[config.mk]
export PLATFORM = sky130hd
export DESIGN_NAME = pwm_compare_deadtime_16bits_flat
export DESIGN_NICKNAME = d
export VERILOG_FILES = /design/src/rtl/pwm_compare_deadtime_16bits_pkg.sv /design/src/rtl/pwm_compare_deadtime_16bits_if.sv /design/src/rtl/pwm_compare_deadtime_16bits_deadtime_fsm.sv /design/src/rtl/pwm_compare_deadtime_16bits.sv /design/src/flat_wrapper.sv
export SDC_FILE = /design/constraint.sdc
export NUM_CORES = 1
export LEC_CHECK = 0
export ABC_AREA = 1
export CAP_MARGIN = 20
export CORE_MARGIN = 4
export CORE_UTILIZATION = 42
export DETAILED_ROUTE_END_ITERATION = 12
export GPL_TIMING_DRIVEN = 0
export PLACE_DENSITY_LB_ADDON = 0.2
export SLEW_MARGIN = 10
export SYNTH_ARGS = -nofsm -noshare
export SYNTH_HDL_FRONTEND = slang
export SYNTH_SLANG_ARGS = --single-unit
export TNS_END_PERCENT = 20
[constraint.sdc]
create_clock -name clk -period 1.8 [get_ports clk]
set_input_delay 0.36 -clock clk [delete_from_list [all_inputs] [get_ports clk]]
set_output_delay 0.36 -clock clk [all_outputs]
set_load 0.05 [all_outputs]
[src/rtl/pwm_compare_deadtime_16bits_pkg.sv]
// Shared types and constants for the PWM compare / dead-time leg.
// Optional feature macro: PWM_DEADTIME_EN (dead-time FSM; default build
// drives the gates straight from the registered reference).
package pwm_compare_deadtime_16bits_pkg;

  localparam int PWMCOUNT_WIDTH = 16;
  localparam int DTCOUNT_WIDTH  = 10;

  typedef enum logic {
    PWM_OFF = 1'b0,
    PWM_ON  = 1'b1
  } _pwm_onoff;

  typedef enum logic [2:0] {
    DT_OFF   = 3'd0,
    DT_START = 3'd1,
    DT_H_ON  = 3'd2,
    DT_HL    = 3'd3,
    DT_L_ON  = 3'd4,
    DT_LH    = 3'd5
  } _dt_state;

  // True for the states in which both gates are held off while dt_cnt runs.
  function automatic logic is_dt_state(input _dt_state s);
    return (s == DT_START) || (s == DT_HL) || (s == DT_LH);
  endfunction

endpackage

[src/rtl/pwm_compare_deadtime_16bits_if.sv]
// Bus bundle between a carrier channel / register block and one PWM leg.
// Optional feature macro: PWM_DEADTIME_EN (does not change this bundle).
interface pwm_compare_deadtime_16bits_if
  import pwm_compare_deadtime_16bits_pkg::*;
  #(parameter int DT_WIDTH = DTCOUNT_WIDTH);

  logic [PWMCOUNT_WIDTH-1:0] carrier;
  logic                      maskevent;
  logic [PWMCOUNT_WIDTH-1:0] compare;
  logic [DT_WIDTH-1:0]       deadtime;
  _pwm_onoff                 pwm_onoff;
  logic                      polarity;
  logic                      pwm_h;
  logic                      pwm_l;
  logic                      cmp_match;

  modport master (
    output carrier, maskevent, compare, deadtime, pwm_onoff, polarity,
    input  pwm_h, pwm_l, cmp_match
  );

  modport slave (
    input  carrier, maskevent, compare, deadtime, pwm_onoff, polarity,
    output pwm_h, pwm_l, cmp_match
  );

endinterface

[src/rtl/pwm_compare_deadtime_16bits_deadtime_fsm.sv]
// Expands the registered PWM reference into a complementary gate pair.
// Optional feature macro: PWM_DEADTIME_EN. When defined, a six-state FSM
// inserts a dead band on every swap; otherwise one output register stage
// follows the reference directly with the same latency.
module deadtime_fsm
  import pwm_compare_deadtime_16bits_pkg::*;
  #(parameter int DT_WIDTH = DTCOUNT_WIDTH)
  (
    input  logic                clk,
    input  logic                reset,
    input  logic                ref_q,
    input  logic [DT_WIDTH-1:0] deadtime,
    input  _pwm_onoff           pwm_onoff,
    input  logic                polarity,
    output logic                pwm_h,
    output logic                pwm_l
  );

`ifdef PWM_DEADTIME_EN

  _dt_state            state_r;
  _dt_state            state_next_s;
  logic [DT_WIDTH-1:0] dt_cnt_r;
  logic [DT_WIDTH-1:0] dt_cnt_next_s;
  logic                dt_zero_s;

  assign dt_zero_s = (dt_cnt_r == '0);

  // State and dead-time counter registers.
  always_ff @(posedge clk or negedge reset) begin
    if (!reset) begin
      state_r  <= DT_OFF;
      dt_cnt_r <= '0;
    end else begin
      state_r  <= state_next_s;
      dt_cnt_r <= dt_cnt_next_s;
    end
  end

  // Next state; disable wins over everything, aborts follow the reference.
  always_comb begin
    state_next_s = state_r;
    if (pwm_onoff == PWM_OFF) begin
      state_next_s = DT_OFF;
    end else begin
      case (state_r)
        DT_OFF:   state_next_s = DT_START;
        DT_START: begin
          if (dt_zero_s) state_next_s = ref_q ? DT_H_ON : DT_L_ON;
          else           state_next_s = DT_START;
        end
        DT_H_ON: begin
          if (!ref_q) state_next_s = DT_HL;
          else        state_next_s = DT_H_ON;
        end
        DT_HL: begin
          if (ref_q)          state_next_s = DT_H_ON;
          else if (dt_zero_s) state_next_s = DT_L_ON;
          else                state_next_s = DT_HL;
        end
        DT_L_ON: begin
          if (ref_q) state_next_s = DT_LH;
          else       state_next_s = DT_L_ON;
        end
        DT_LH: begin
          if (!ref_q)         state_next_s = DT_L_ON;
          else if (dt_zero_s) state_next_s = DT_H_ON;
          else                state_next_s = DT_LH;
        end
        default: state_next_s = DT_OFF;
      endcase
    end
  end

  // Counter loads the dead band on DT entry and counts down while inside.
  always_comb begin
    dt_cnt_next_s = dt_cnt_r;
    if (is_dt_state(state_next_s) && (state_next_s != state_r)) begin
      dt_cnt_next_s = deadtime;
    end else if (is_dt_state(state_r) && !dt_zero_s) begin
      dt_cnt_next_s = dt_cnt_r - DT_WIDTH'(1);
    end else begin
      dt_cnt_next_s = dt_cnt_r;
    end
  end

  assign pwm_h = (state_r == DT_H_ON) ^ polarity;
  assign pwm_l = (state_r == DT_L_ON) ^ polarity;

`else

  logic h_on_r;
  logic l_on_r;
  logic dt_unused_s;

  assign dt_unused_s = ^deadtime;

  // Output stage standing in for the state register: complementary gates.
  always_ff @(posedge clk or negedge reset) begin
    if (!reset) begin
      h_on_r <= 1'b0;
      l_on_r <= 1'b0;
    end else if (pwm_onoff == PWM_ON) begin
      h_on_r <= ref_q;
      l_on_r <= ~ref_q;
    end else begin
      h_on_r <= 1'b0;
      l_on_r <= 1'b0;
    end
  end

  assign pwm_h = h_on_r ^ polarity;
  assign pwm_l = l_on_r ^ polarity;

`endif

endmodule

[src/rtl/pwm_compare_deadtime_16bits.sv]
// PWM leg: shadowed compare register, registered carrier comparator and
// edge pulse, feeding the dead-time gate generator.
// Optional feature macro: PWM_DEADTIME_EN (see deadtime_fsm).
module pwm_compare_deadtime_16bits
  import pwm_compare_deadtime_16bits_pkg::*;
  #(parameter int DT_WIDTH = DTCOUNT_WIDTH)
  (
    input  logic                         clk,
    input  logic                         reset,
    pwm_compare_deadtime_16bits_if.slave bus
  );

  logic [PWMCOUNT_WIDTH-1:0] compare_sh_r;
  logic                      ref_q_r;
  logic                      ref_next_s;
  logic                      cmp_match_r;
  logic                      pwm_on_s;

  assign pwm_on_s   = (bus.pwm_onoff == PWM_ON);
  assign ref_next_s = (bus.carrier < compare_sh_r);

  // Shadow compare: loads on the period strobe, transparent while the leg is off.
  always_ff @(posedge clk or negedge reset) begin
    if (!reset) begin
      compare_sh_r <= '0;
    end else if (bus.maskevent || !pwm_on_s) begin
      compare_sh_r <= bus.compare;
    end else begin
      compare_sh_r <= compare_sh_r;
    end
  end

  // Registered reference and a pulse coincident with each of its edges.
  always_ff @(posedge clk or negedge reset) begin
    if (!reset) begin
      ref_q_r     <= 1'b0;
      cmp_match_r <= 1'b0;
    end else begin
      ref_q_r     <= ref_next_s;
      cmp_match_r <= (ref_next_s != ref_q_r) && pwm_on_s;
    end
  end

  assign bus.cmp_match = cmp_match_r;

  deadtime_fsm #(.DT_WIDTH(DT_WIDTH)) u_deadtime_fsm (
    .clk       (clk),
    .reset     (reset),
    .ref_q     (ref_q_r),
    .deadtime  (bus.deadtime),
    .pwm_onoff (bus.pwm_onoff),
    .polarity  (bus.polarity),
    .pwm_h     (bus.pwm_h),
    .pwm_l     (bus.pwm_l)
  );

endmodule

[src/flat_wrapper.sv]
// flat-port wrapper written by rule: the top's interface ports become plain ports
module pwm_compare_deadtime_16bits_flat import pwm_compare_deadtime_16bits_pkg::*;
#(parameter int DT_WIDTH = DTCOUNT_WIDTH)
  (clk, reset, bus_carrier, bus_maskevent, bus_compare, bus_deadtime, bus_pwm_onoff, bus_polarity, bus_pwm_h, bus_pwm_l, bus_cmp_match);
  pwm_compare_deadtime_16bits_if #(.DT_WIDTH(DT_WIDTH)) bus_i ();
  input  logic clk;
  input  logic reset;
  input wire logic [$bits(bus_i.carrier)-1:0] bus_carrier;
  input wire logic [$bits(bus_i.maskevent)-1:0] bus_maskevent;
  input wire logic [$bits(bus_i.compare)-1:0] bus_compare;
  input wire logic [$bits(bus_i.deadtime)-1:0] bus_deadtime;
  input wire logic [$bits(bus_i.pwm_onoff)-1:0] bus_pwm_onoff;
  input wire logic [$bits(bus_i.polarity)-1:0] bus_polarity;
  output wire logic [$bits(bus_i.pwm_h)-1:0] bus_pwm_h;
  output wire logic [$bits(bus_i.pwm_l)-1:0] bus_pwm_l;
  output wire logic [$bits(bus_i.cmp_match)-1:0] bus_cmp_match;
  assign bus_i.carrier = bus_carrier;
  assign bus_i.maskevent = bus_maskevent;
  assign bus_i.compare = bus_compare;
  assign bus_i.deadtime = bus_deadtime;
  assign bus_i.pwm_onoff = bus_pwm_onoff;
  assign bus_i.polarity = bus_polarity;
  assign bus_pwm_h = bus_i.pwm_h;
  assign bus_pwm_l = bus_i.pwm_l;
  assign bus_cmp_match = bus_i.cmp_match;
  pwm_compare_deadtime_16bits #(.DT_WIDTH(DT_WIDTH)) u_core (.clk(clk), .reset(reset), .bus(bus_i));
endmodule
==> summary.md <==
| Metric | Value |
|---|---|
| Core ar. | approximately 2600 um2 |
| Place WS | -0.423 ns |
| Placement-stage cell area | 1600 um2 |
| DP HPWL | 2030 um |
| Worst slew pin tran | 0.929 ns |
| DRT Wirelength | roughly 2500 um |
| Port Buffers | 39 |
| Final Hold Slack | 0.507 ns |
| FILL cells | 233 |
| Gpl congestion | between 0.8 and 0.9 |
| Initial antenna violation count | 0 |
| Syn_area_per_cell | 8.83 um2 |
| Hold Path Class | flop to flop |
| Power Density | between 600 and 700 nW/um2 |
| RSZ-0062 raised after global routing | no |
| Wirelength per Cell | 12.2 um |
| Clk buf depth | 2 |
| Die outline width | 60.9 um |
| CP Class | input pin to output pin |
| Synth warnings | 0 |
| Crit. End Element | output pin |
| Crit Path Max Fanout | 2 |
| Layout Skew | a little over 0.004 ns |
| Pleak | 0.837 nW |
| Area delta synth->final | 37.4% |
| Initial Util | 45.8% |
| Ant. Diodes | 0 |
| Die H | 60.9 um |
| IO Count | 50 |
| Global route overflow | 0 |
| Fin. max-slew vios | 0 |
| Std-Cell Rows | 18 |
| Syn Nets | 195 |
| #FFs+latches synth | 20 |
| Fraction of layout cells with a size suffix above 1 | 10.3% |
| Worst-skew pair later-pin latency | 0.30 ns |
| Residual DRC | 0 |
| Upper clock frequency limit | 594 MHz |
| Vias per Instance | 4.86 |
| Largest net degree at the start of global routing | 21 |
| First-pass GRT wire length | 4290 um |
| Post-synthesis sequential area ratio | 42.6% |
| Syn Inst Count | ~130 |
| Final Hold Viols | 0 |
| Vias | ~1000 |
| Post-DRT Antenna Nets | 0 |
| Fin worst setup slack | 0.117 ns |
| H-tree depth | 1 |
| Hold-fix buffers, CTS | 0 |
| Clock Sinks | 20 |
| Max-Cap Viols | 0 |
| Num CTS Buffers | 3 |
| Nets | 239 |
| CP startpoint kind | input pin |
| Library cells used by synthesis | 18 |
| Final instance area | 1610 um2 |
| Outcome | finished clean |
| Drt initial violations | 14 |
| Max VDD drop | 460 uV |
| Clock slew seen by the registers of the worst setup and hold paths | 0.11 ns |
| Total Neg Setup Slack | 0 ns |
| Tot GR Track Use | between 10% and 20% |
| CTS tree | yes |
| Worst slew margin | 37.9% |
| Minimum clock period | 1.68 ns |
| Setup violators final | 0 |
| Total power | 1.05 mW |
| Mapped cell area | 1170 um2 |
| CTS root buf | clkbuf_4 |
| Critical path arrival | 1.32 ns |
| Final worst-path cycle share | 93.5% |
| Worst EP required | approximately 1.4 ns |
| Die Footprint | between 3000 and 4000 um2 |
| Vias in the first global route | 1053 |
| Drt pass-1 iters | 3 |
## cells in the final DEF (no fill, tap or decap)
cell and instances:
clkdlybuf4s50_1 36, nand2_1 32, inv_1 23, dfrtp_1 20, ha_1 15, o21ai_2 8, a21oi_1 7, o21ai_1 7
nor2_1 6, buf_6 3, clkbuf_4 3, nand3_1 2, o21ai_0 2, xor2_1 2, buf_2 2, nor3_1 1
nand4_1 1, and2_1 1, or2_1 1, buf_4 1, mux2_4 1, dlygate4sd2_1 1
## per-layer routing
metal | share of wire, % | wire length, um | vias to the layer above | track usage, %
met4 | 1.7 | 42 | 0 | 5.26
met5 | 0 | 0 | - | 0
met2 | 51 | 1280 | 25 | 28.7
met3 | 5.1 | 127 | 4 | 2.55
met1 | 42 | 1050 | 459 | 18.3
li1 | - | - | 509 | -
## Yosys cell counts, drive strengths merged
master,count,area share [%]
a21oi,7,3.0
nand4,1,0.53
inv,23,7.3
o21ai,17,9.8
mux2,1,1.3
ha,15,16
nor2,6,1.9
nand3,2,0.85
nor3,1,0.43
or2,1,0.53
and2,1,0.53
dfrtp,20,43
buf,4,3.5
xor2,2,1.5
nand2,32,10
## registers in the layout (all words and copies together), names as in the netlist
register	count
u_core.bus.cmp_match	1
u_core.compare_sh_r	16
u_core.ref_q_r	1
u_core.u_deadtime_fsm.h_on_r	1
u_core.u_deadtime_fsm.l_on_r	1
## stage by stage
| step | util, % | cells |
|---|---|---|
| floorplan | - | 133 |
| CTS | 63.4 | 205 |
| finish | 62.9 | 205 |
| global route | 62.9 | 205 |
| global placement | 62.4 | 202 |
| detailed placement | 62.4 | 202 |
## worst max-delay path, stage by stage
cell and delay (ns):
clkdlybuf4s50_1 0.51, xor2_1 0.16, buf_2 0.29
## cell type report
class / count / area, um2 / area share [%]
inverters: 23 / 86.3 / 5.35
plain buffers: 4 / 41.3 / 2.56
repair buffers: 39 / 379 / 23.5
clock buffers: 3 / 22.5 / 1.40
well taps: 30 / 37.5 / 2.33
flip-flops and latches: 20 / 500 / 31.0
multi-input cells: 86 / 547 / 33.9
## cells by family after synthesis
| logic type | count (synthesis) | synth area share, % |
|---|---|---|
| and+or+nand+nor | 44 | 15.0 |
| buffers and inverters | 27 | 10.9 |
| AOI/OAI and AO/OA | 24 | 12.8 |
| DFF | 20 | 42.6 |
| adders and majority gates | 15 | 16.0 |
| xor gates and xnor gates | 2 | 1.49 |
| muxes | 1 | 1.28 |
## what timing repair did
item,CTS,global route
setup endpoints to repair,3,2
pin swaps,0,0
resized for setup,7,4
buffers inserted,0,0
## power by group
part           internal [mW]  switching, mW
sequential             0.491         0.0165
combinational          0.158          0.172
clock                 0.0782          0.140
## path summary, 6_finish.rpt
kind | from | endpoint | slack, ns | cells past startpoint
worst min register to register | u_core.ref_q_r | u_core.u_deadtime_fsm.l_on_r | 0.51 | 1
max in group asynchronous | reset | u_core.compare_sh_r[8] | 0.67 | 1
worst max-delay path | bus_polarity | bus_pwm_h | 0.12 | 3
min in group asynchronous | reset | u_core.compare_sh_r[2] | 0.56 | 1
worst max register to register | u_core.compare_sh_r[5] | u_core.bus.cmp_match | 0.31 | 10
worst min-delay path | u_core.ref_q_r | u_core.u_deadtime_fsm.l_on_r | 0.51 | 1
(Power assumes the default switching activity.)
